===== src/rtl/aes_result_viewer.sv =====
// aes_result_viewer: captures per-channel AES result words, flags them against expected values
// and pages the latched word onto 7-segment digits. Macro AES_VIEW_DEBOUNCE_EN enables button debounce.
module aes_result_viewer #(
   parameter int DATA_W          = 128,
   parameter int NUM_CH          = 2,
   parameter int NUM_DIGITS      = 6,
   parameter int DEBOUNCE_CYCLES = 500000
) (
   input  logic                       CLOCK_50,
   input  logic                       RST_N,
   input  logic [2:0]                 KEY,
   input  logic [NUM_CH*DATA_W-1:0]   ch_data,
   input  logic [NUM_CH-1:0]          ch_valid,
   input  logic [NUM_CH*DATA_W-1:0]   exp_data,
   output logic [NUM_CH-1:0]          LEDR,
   output logic [NUM_DIGITS*7-1:0]    HEX
);
   localparam int NIBBLES = DATA_W / 4;
   localparam int NPAGES  = (NIBBLES + NUM_DIGITS - 1) / NUM_DIGITS;
   localparam int PW      = (NPAGES > 1) ? $clog2(NPAGES) : 1;
   localparam int CW      = (NUM_CH > 1) ? $clog2(NUM_CH) : 1;
   localparam logic [6:0] DASH  = 7'h3F;
   localparam logic [6:0] BLANK = 7'h7F;

   typedef enum logic {EMPTY, SHOW} state_t;

   if ((DATA_W % 4) != 0 || DEBOUNCE_CYCLES < 1) begin : g_param_check
      $error("aes_result_viewer: DATA_W must be a multiple of 4 and DEBOUNCE_CYCLES >= 1");
   end

   logic [2:0]        key_s1, key_s2, press;
   logic              cap, nxpg, nxch;
   state_t            state_q, state_d;
   logic [PW-1:0]     page_q, page_d;
   logic [CW-1:0]     chan_q, chan_d;
   logic [NUM_CH-1:0] ledr_q;
   logic [DATA_W-1:0] latched [NUM_CH];
   logic [DATA_W-1:0] cur;
   logic [NUM_DIGITS*7-1:0] hex_q, hex_d;

   function automatic logic [6:0] seg7(input logic [3:0] n);
      case (n)
         4'h0: seg7 = 7'h40;  4'h1: seg7 = 7'h79;  4'h2: seg7 = 7'h24;  4'h3: seg7 = 7'h30;
         4'h4: seg7 = 7'h19;  4'h5: seg7 = 7'h12;  4'h6: seg7 = 7'h02;  4'h7: seg7 = 7'h78;
         4'h8: seg7 = 7'h00;  4'h9: seg7 = 7'h10;  4'hA: seg7 = 7'h08;  4'hB: seg7 = 7'h03;
         4'hC: seg7 = 7'h46;  4'hD: seg7 = 7'h21;  4'hE: seg7 = 7'h06;  default: seg7 = 7'h0E;
      endcase
   endfunction

   always_ff @(posedge CLOCK_50 or negedge RST_N) begin
      if (!RST_N) begin
         key_s1 <= '1;
         key_s2 <= '1;
      end else begin
         key_s1 <= KEY;
         key_s2 <= key_s1;
      end
   end

`ifdef AES_VIEW_DEBOUNCE_EN
   localparam int DBW = $clog2(DEBOUNCE_CYCLES + 1);
   logic [DBW-1:0] db_cnt [3];

   // Counter saturates at DEBOUNCE_CYCLES so a long hold yields a single pulse.
   always_ff @(posedge CLOCK_50 or negedge RST_N) begin
      if (!RST_N) begin
         for (int k = 0; k < 3; k++) db_cnt[k] <= '0;
      end else begin
         for (int k = 0; k < 3; k++) begin
            if (key_s2[k])
               db_cnt[k] <= '0;
            else if (db_cnt[k] != DBW'(DEBOUNCE_CYCLES))
               db_cnt[k] <= db_cnt[k] + 1'b1;
         end
      end
   end

   always_comb begin
      press = '0;
      for (int k = 0; k < 3; k++)
         press[k] = !key_s2[k] && (db_cnt[k] == DBW'(DEBOUNCE_CYCLES - 1));
   end
`else
   logic [2:0] key_s3;

   always_ff @(posedge CLOCK_50 or negedge RST_N) begin
      if (!RST_N) key_s3 <= '1;
      else        key_s3 <= key_s2;
   end

   assign press = key_s3 & ~key_s2;
`endif

   assign cap  = press[0];
   assign nxpg = press[1];
   assign nxch = press[2];

   // Capture resets the page; channel step beats page step when both arrive together.
   always_comb begin
      state_d = state_q;
      page_d  = page_q;
      chan_d  = chan_q;
      if (state_q == EMPTY) begin
         if (cap) begin
            state_d = SHOW;
            page_d  = '0;
         end
      end else begin
         if (nxch)
            chan_d = (chan_q == CW'(NUM_CH - 1)) ? '0 : chan_q + 1'b1;
         if (cap || nxch)
            page_d = '0;
         else if (nxpg)
            page_d = (page_q == PW'(NPAGES - 1)) ? '0 : page_q + 1'b1;
      end
   end

   always_comb begin
      int idx;
      idx   = 0;
      cur   = latched[chan_q];
      hex_d = {NUM_DIGITS{DASH}};
      if (state_q == SHOW) begin
         for (int d = 0; d < NUM_DIGITS; d++) begin
            idx = int'(page_q) * NUM_DIGITS + d;
            if (idx >= NIBBLES)
               hex_d[d*7 +: 7] = BLANK;
            else
               hex_d[d*7 +: 7] = seg7(4'(cur >> (idx * 4)));
         end
      end
   end

   always_ff @(posedge CLOCK_50 or negedge RST_N) begin
      if (!RST_N) begin
         state_q <= EMPTY;
         page_q  <= '0;
         chan_q  <= '0;
         ledr_q  <= '0;
         hex_q   <= {NUM_DIGITS{DASH}};
         for (int c = 0; c < NUM_CH; c++) latched[c] <= '0;
      end else begin
         state_q <= state_d;
         page_q  <= page_d;
         chan_q  <= chan_d;
         hex_q   <= hex_d;
         if (cap) begin
            for (int c = 0; c < NUM_CH; c++) begin
               if (ch_valid[c]) begin
                  latched[c] <= ch_data[c*DATA_W +: DATA_W];
                  ledr_q[c]  <= (ch_data[c*DATA_W +: DATA_W] == exp_data[c*DATA_W +: DATA_W]);
               end
            end
         end
      end
   end

   assign LEDR = ledr_q;
   assign HEX  = hex_q;

endmodule


===== config.mk =====
export PLATFORM = sky130hd
export DESIGN_NAME = aes_result_viewer
export DESIGN_NICKNAME = d
export VERILOG_FILES = /design/src/rtl/aes_result_viewer.sv
export SDC_FILE = /design/constraint.sdc
export NUM_CORES = 1
export LEC_CHECK = 0
export CAP_MARGIN = 20
export CORE_AREA = 2 2 219 221
export DETAILED_ROUTE_END_ITERATION = 12
export DIE_AREA = 0 0 221 223
export PLACE_DENSITY = 0.79
export SLEW_MARGIN = 10
export SYNTH_ARGS = -nofsm -noshare
export SYNTH_HDL_FRONTEND = slang
export SYNTH_SLANG_ARGS = --single-unit

===== constraint.sdc =====
create_clock -name CLOCK_50 -period 5.35 [get_ports CLOCK_50]
set_input_delay 0.535 -clock CLOCK_50 [delete_from_list [all_inputs] [get_ports CLOCK_50]]
set_output_delay 0.535 -clock CLOCK_50 [all_outputs]
set_load 0.02 [all_outputs]

==> metrics.txt <==
# TYPE chip_impl_metric gauge
chip_impl_metric{name="synth_edf_count",unit=""} 0
chip_impl_metric{name="numClockSinks",unit=""} 314
chip_impl_metric{name="mappedNetlistArea",unit="um^2"} 20300
chip_impl_metric{name="timing.final.max_slew_violations",unit=""} 0
chip_impl_info{name="class_of_the_tightest_hold_or_removal_check",value="in -> async"} 1
chip_impl_metric{name="setup_viol",unit=""} 0
chip_impl_metric{name="postCtsResizedCells",unit=""} 0
chip_impl_metric{name="cp.buffers_inverters",unit=""} 4
chip_impl_metric{name="finalWeightedCongestion",unit=""} 0.935
chip_impl_metric{name="fraction_of_layout_cells_with_a_size_suffix_above_1",unit=""} 0.254
chip_impl_metric{name="relSlewSlack",unit=""} 0.237
chip_impl_metric{name="routed_wl",unit="um"} 83600
chip_impl_metric{name="transition_at_the_pin_with_the_smallest_max_transition_slack",unit="ns"} 1.14
chip_impl_metric{name="ys_warn_count",unit=""} 0
chip_impl_info{name="critical_path.endpoint_type",value="flip-flop"} 1
chip_impl_metric{name="largest_net_degree_at_the_start_of_global_routing",unit=""} 138
chip_impl_metric{name="initial_drc_count",unit=""} 1462
chip_impl_metric{name="cts_made_buffers",unit=""} 36
chip_impl_metric{name="post_cts_hold_buffer_count",unit=""} 0
chip_impl_metric{name="num-nets-final",unit=""} 2722
chip_impl_metric{name="antenna_left",unit=""} 0
chip_impl_metric{name="place_hpwl",unit="um"} 68200
chip_impl_info{name="cp-start-kind",value="flip-flop"} 1
chip_impl_metric{name="die_h",unit="um"} 223
chip_impl_metric{name="synth-async-reset-ratio",unit=""} 1.00
chip_impl_info{name="criticalPathCategory",value="reg -> reg"} 1
chip_impl_info{name="crit_slowest_cell",value="sky130_fd_sc_hd__fa_1"} 1
chip_impl_metric{name="die_width",unit="um"} 221
chip_impl_metric{name="synth.ff_latch_count",unit=""} 314
chip_impl_info{name="cts_tree",value="yes"} 1
chip_impl_metric{name="ys_types",unit=""} 69
chip_impl_metric{name="postSynthCellCount",unit=""} 1612
chip_impl_metric{name="drc",unit=""} 0
chip_impl_metric{name="clock_tree_buffer_depth",unit=""} 3
chip_impl_metric{name="required",unit="ns"} 5.81
chip_impl_metric{name="clock_insertion_delay_worst_skew",unit="ns"} 0.57
chip_impl_metric{name="std_cell_rows",unit=""} 80
chip_impl_metric{name="worst_ep_arrival_time",unit="ns"} 5.01
chip_impl_metric{name="route.detailed.vias_per_inst",unit=""} 5.90
chip_impl_info{name="cts.root.buffer_cell",value="sky130_fd_sc_hd__clkbuf_16"} 1
chip_impl_metric{name="drv_cap",unit=""} 0
chip_impl_metric{name="placement.setup.worst_slack",unit="ns"} 0.834
chip_impl_metric{name="vdd_drop_max",unit="uV"} 417
chip_impl_metric{name="avgRoutedWirePerCell",unit="um"} 29.8
chip_impl_metric{name="gr-total-overflow",unit=""} 0
chip_impl_metric{name="firstDrtPassIters",unit=""} 5
chip_impl_metric{name="critPathMaxStageDelay",unit="ns"} 0.55
chip_impl_metric{name="postSynthNetCount",unit=""} 2173
chip_impl_info{name="unrepaired_setup_endpoints_after_global_routing",value="no"} 1
chip_impl_metric{name="p_leak",unit="uW"} 0.0112
chip_impl_metric{name="ys_seq_area_frac",unit=""} 0.391
chip_impl_metric{name="cellPowerDensity",unit="nW/um^2"} 520
chip_impl_info{name="worstPathCellList",value="ha_1, inv_1, fa_1, inv_1, ha_1, and2_0, buf_4, xnor2_2, buf_4, mux4_2, nand3_1, a41oi_1, a21oi_2, mux2i_1, a221o_1"} 1
chip_impl_metric{name="hold_viol_final",unit=""} 0
chip_impl_metric{name="placement.io_buffers",unit=""} 562
chip_impl_metric{name="via_count",unit=""} 16600
chip_impl_metric{name="synth_area_per_cell",unit="um^2"} 12.6
chip_impl_info{name="synth_ff_type",value="sky130_fd_sc_hd__dfrtp_1"} 1
chip_impl_metric{name="grt_pass1_wl",unit="um"} 119000
chip_impl_metric{name="coreArea",unit="um^2"} 47100
chip_impl_metric{name="gr_util_all_layers",unit=""} 0.335
chip_impl_info{name="outcome",value="finished, final reports clean"} 1
chip_impl_metric{name="clk_transition_reported_paths",unit="ns"} 0.06
chip_impl_info{name="cpLargestDelayFamily",value="adder cells"} 1
chip_impl_metric{name="post-cts-setup-buffers",unit=""} 0
chip_impl_metric{name="die_area",unit="um^2"} 49300
chip_impl_metric{name="period_utilisation_layout",unit=""} 0.849
chip_impl_metric{name="power.total",unit="uW"} 14500
chip_impl_metric{name="worst-path-max-fanout",unit=""} 14
chip_impl_metric{name="flow.area_growth_from_synthesis",unit="%"} 37.4
chip_impl_metric{name="totalNegativeSetupSlack",unit="ns"} 0
chip_impl_metric{name="top_level_ports",unit=""} 563
chip_impl_metric{name="antenna_found_initial",unit=""} 10
chip_impl_metric{name="finalWorstSetupSlack",unit="ns"} 0.808
chip_impl_metric{name="min_period",unit="ns"} 4.54
chip_impl_metric{name="timing.fmax",unit="GHz"} 0.220
chip_impl_metric{name="cts.htree.levels",unit=""} 2
chip_impl_metric{name="first_global_vias",unit=""} 17200
chip_impl_metric{name="start_util",unit=""} 0.430
chip_impl_metric{name="skew",unit="ns"} 0.0352
==> registers in the layout (all words and copies together), names as in the netlist <==
register  flops
latched     256
HEX          42
key_s1        3
key_s2        3
key_s3        3
page_q        3
LEDR          2
chan_q        1
state_q       1
==> power breakdown <==
group | internal, uW | total, uW | switching (uW)
sequential | 3070 | 3640 | 568
clock | 1570 | 2590 | 1020
combinational | 3900 | 8240 | 4340
total | 8540 | 14500 | 5930
==> through the flow <==
stage	cell area, um^2	hold slack (ns)	std cells	util
6_report	27800	0.0501	2809	0.590
5_1_grt	27800	0.101	2809	0.590
4_1_cts	27800	0.0633	2802	0.590
3_5_place_dp	26600	0.351	2738	0.564
3_3_place_gp	26600	0.348	2737	0.564
2_1_floorplan	20300	0.239	1612	-
==> kinds of logic after synthesis <==
logic type	share of synthesized area
simple gates	0.0672
mux	0.328
fa+ha+maj	0.0263
xor+xnor	0.115
buf+inv	0.0255
compound gates	0.0466
flops	0.391
==> layout make-up <==
class | instances | area (um^2)
diodes | 7 | 17.5
clock buffers | 49 | 1010
clock inverters | 15 | 221
fillers | 3823 | 19300
inverters | 25 | 93.8
multi-input cells | 1188 | 11900
flip-flops and latches | 314 | 7920
well taps | 615 | 769
repair buffers | 596 | 5920
==> Yosys cell counts, drive strengths merged (25+ instances only) <==
| master | n | area share |
|---|---|---|
| mux2 | 277 | 0.15 |
| dfrtp | 269 | 0.33 |
| xor2 | 216 | 0.094 |
| mux4 | 121 | 0.13 |
| mux2i | 80 | 0.040 |
| nand2 | 76 | 0.014 |
| nor4 | 58 | 0.018 |
| xnor2 | 49 | 0.021 |
| dfstp | 45 | 0.058 |
| clkbuf | 43 | 0.0080 |
| buf | 42 | 0.013 |
| ha | 41 | 0.025 |
| nor2 | 38 | 0.0070 |
| a21oi | 32 | 0.0088 |
| nand4 | 25 | 0.0077 |
==> final timing paths <==
kind	slack [ns]	to	depth (start not counted)	from
max	0.81	HEX[25]	15	page_q[0]
min	0.05	latched[15]	1	RST_N
max reg2reg	0.81	HEX[25]	15	page_q[0]
min reg2reg	0.36	key_s2[1]	0	key_s1[1]
max in group asynchronous	3.81	latched[110]	2	RST_N
min in group CLOCK_50	0.36	key_s2[1]	0	key_s1[1]
==> layout by cell type, fill, tap and decap left out, drive strengths merged, types with 9 or more instances in the layout <==
cell / Yosys / layout
nand3: 22 / 22
clkdlybuf4s50: 0 / 561
ha: 41 / 41
dfstp: 45 / 45
dfrtp: 269 / 269
buf: 42 / 35
a21oi: 32 / 32
xnor2: 49 / 49
xor2: 216 / 216
mux4: 121 / 121
nand4: 25 / 25
o21ai: 23 / 23
nand2: 76 / 76
mux2: 277 / 277
nor3: 13 / 13
nor2: 38 / 38
nor2b: 10 / 10
o211ai: 10 / 10
mux2i: 80 / 80
a211oi: 9 / 9
inv: 24 / 25
clkbuf: 43 / 49
nand2b: 10 / 10
o221ai: 11 / 11
nor4: 58 / 58
clkinv: 1 / 9
==> metal layers <==
layer  wire (um)  vias up  track usage
li1            -     7112            -
met1       32800     8437        0.424
met2       40700      881        0.562
met3        6060      147       0.0564
met4        4070        2        0.157
met5          12        -            0
(Power assumes the default switching activity.)
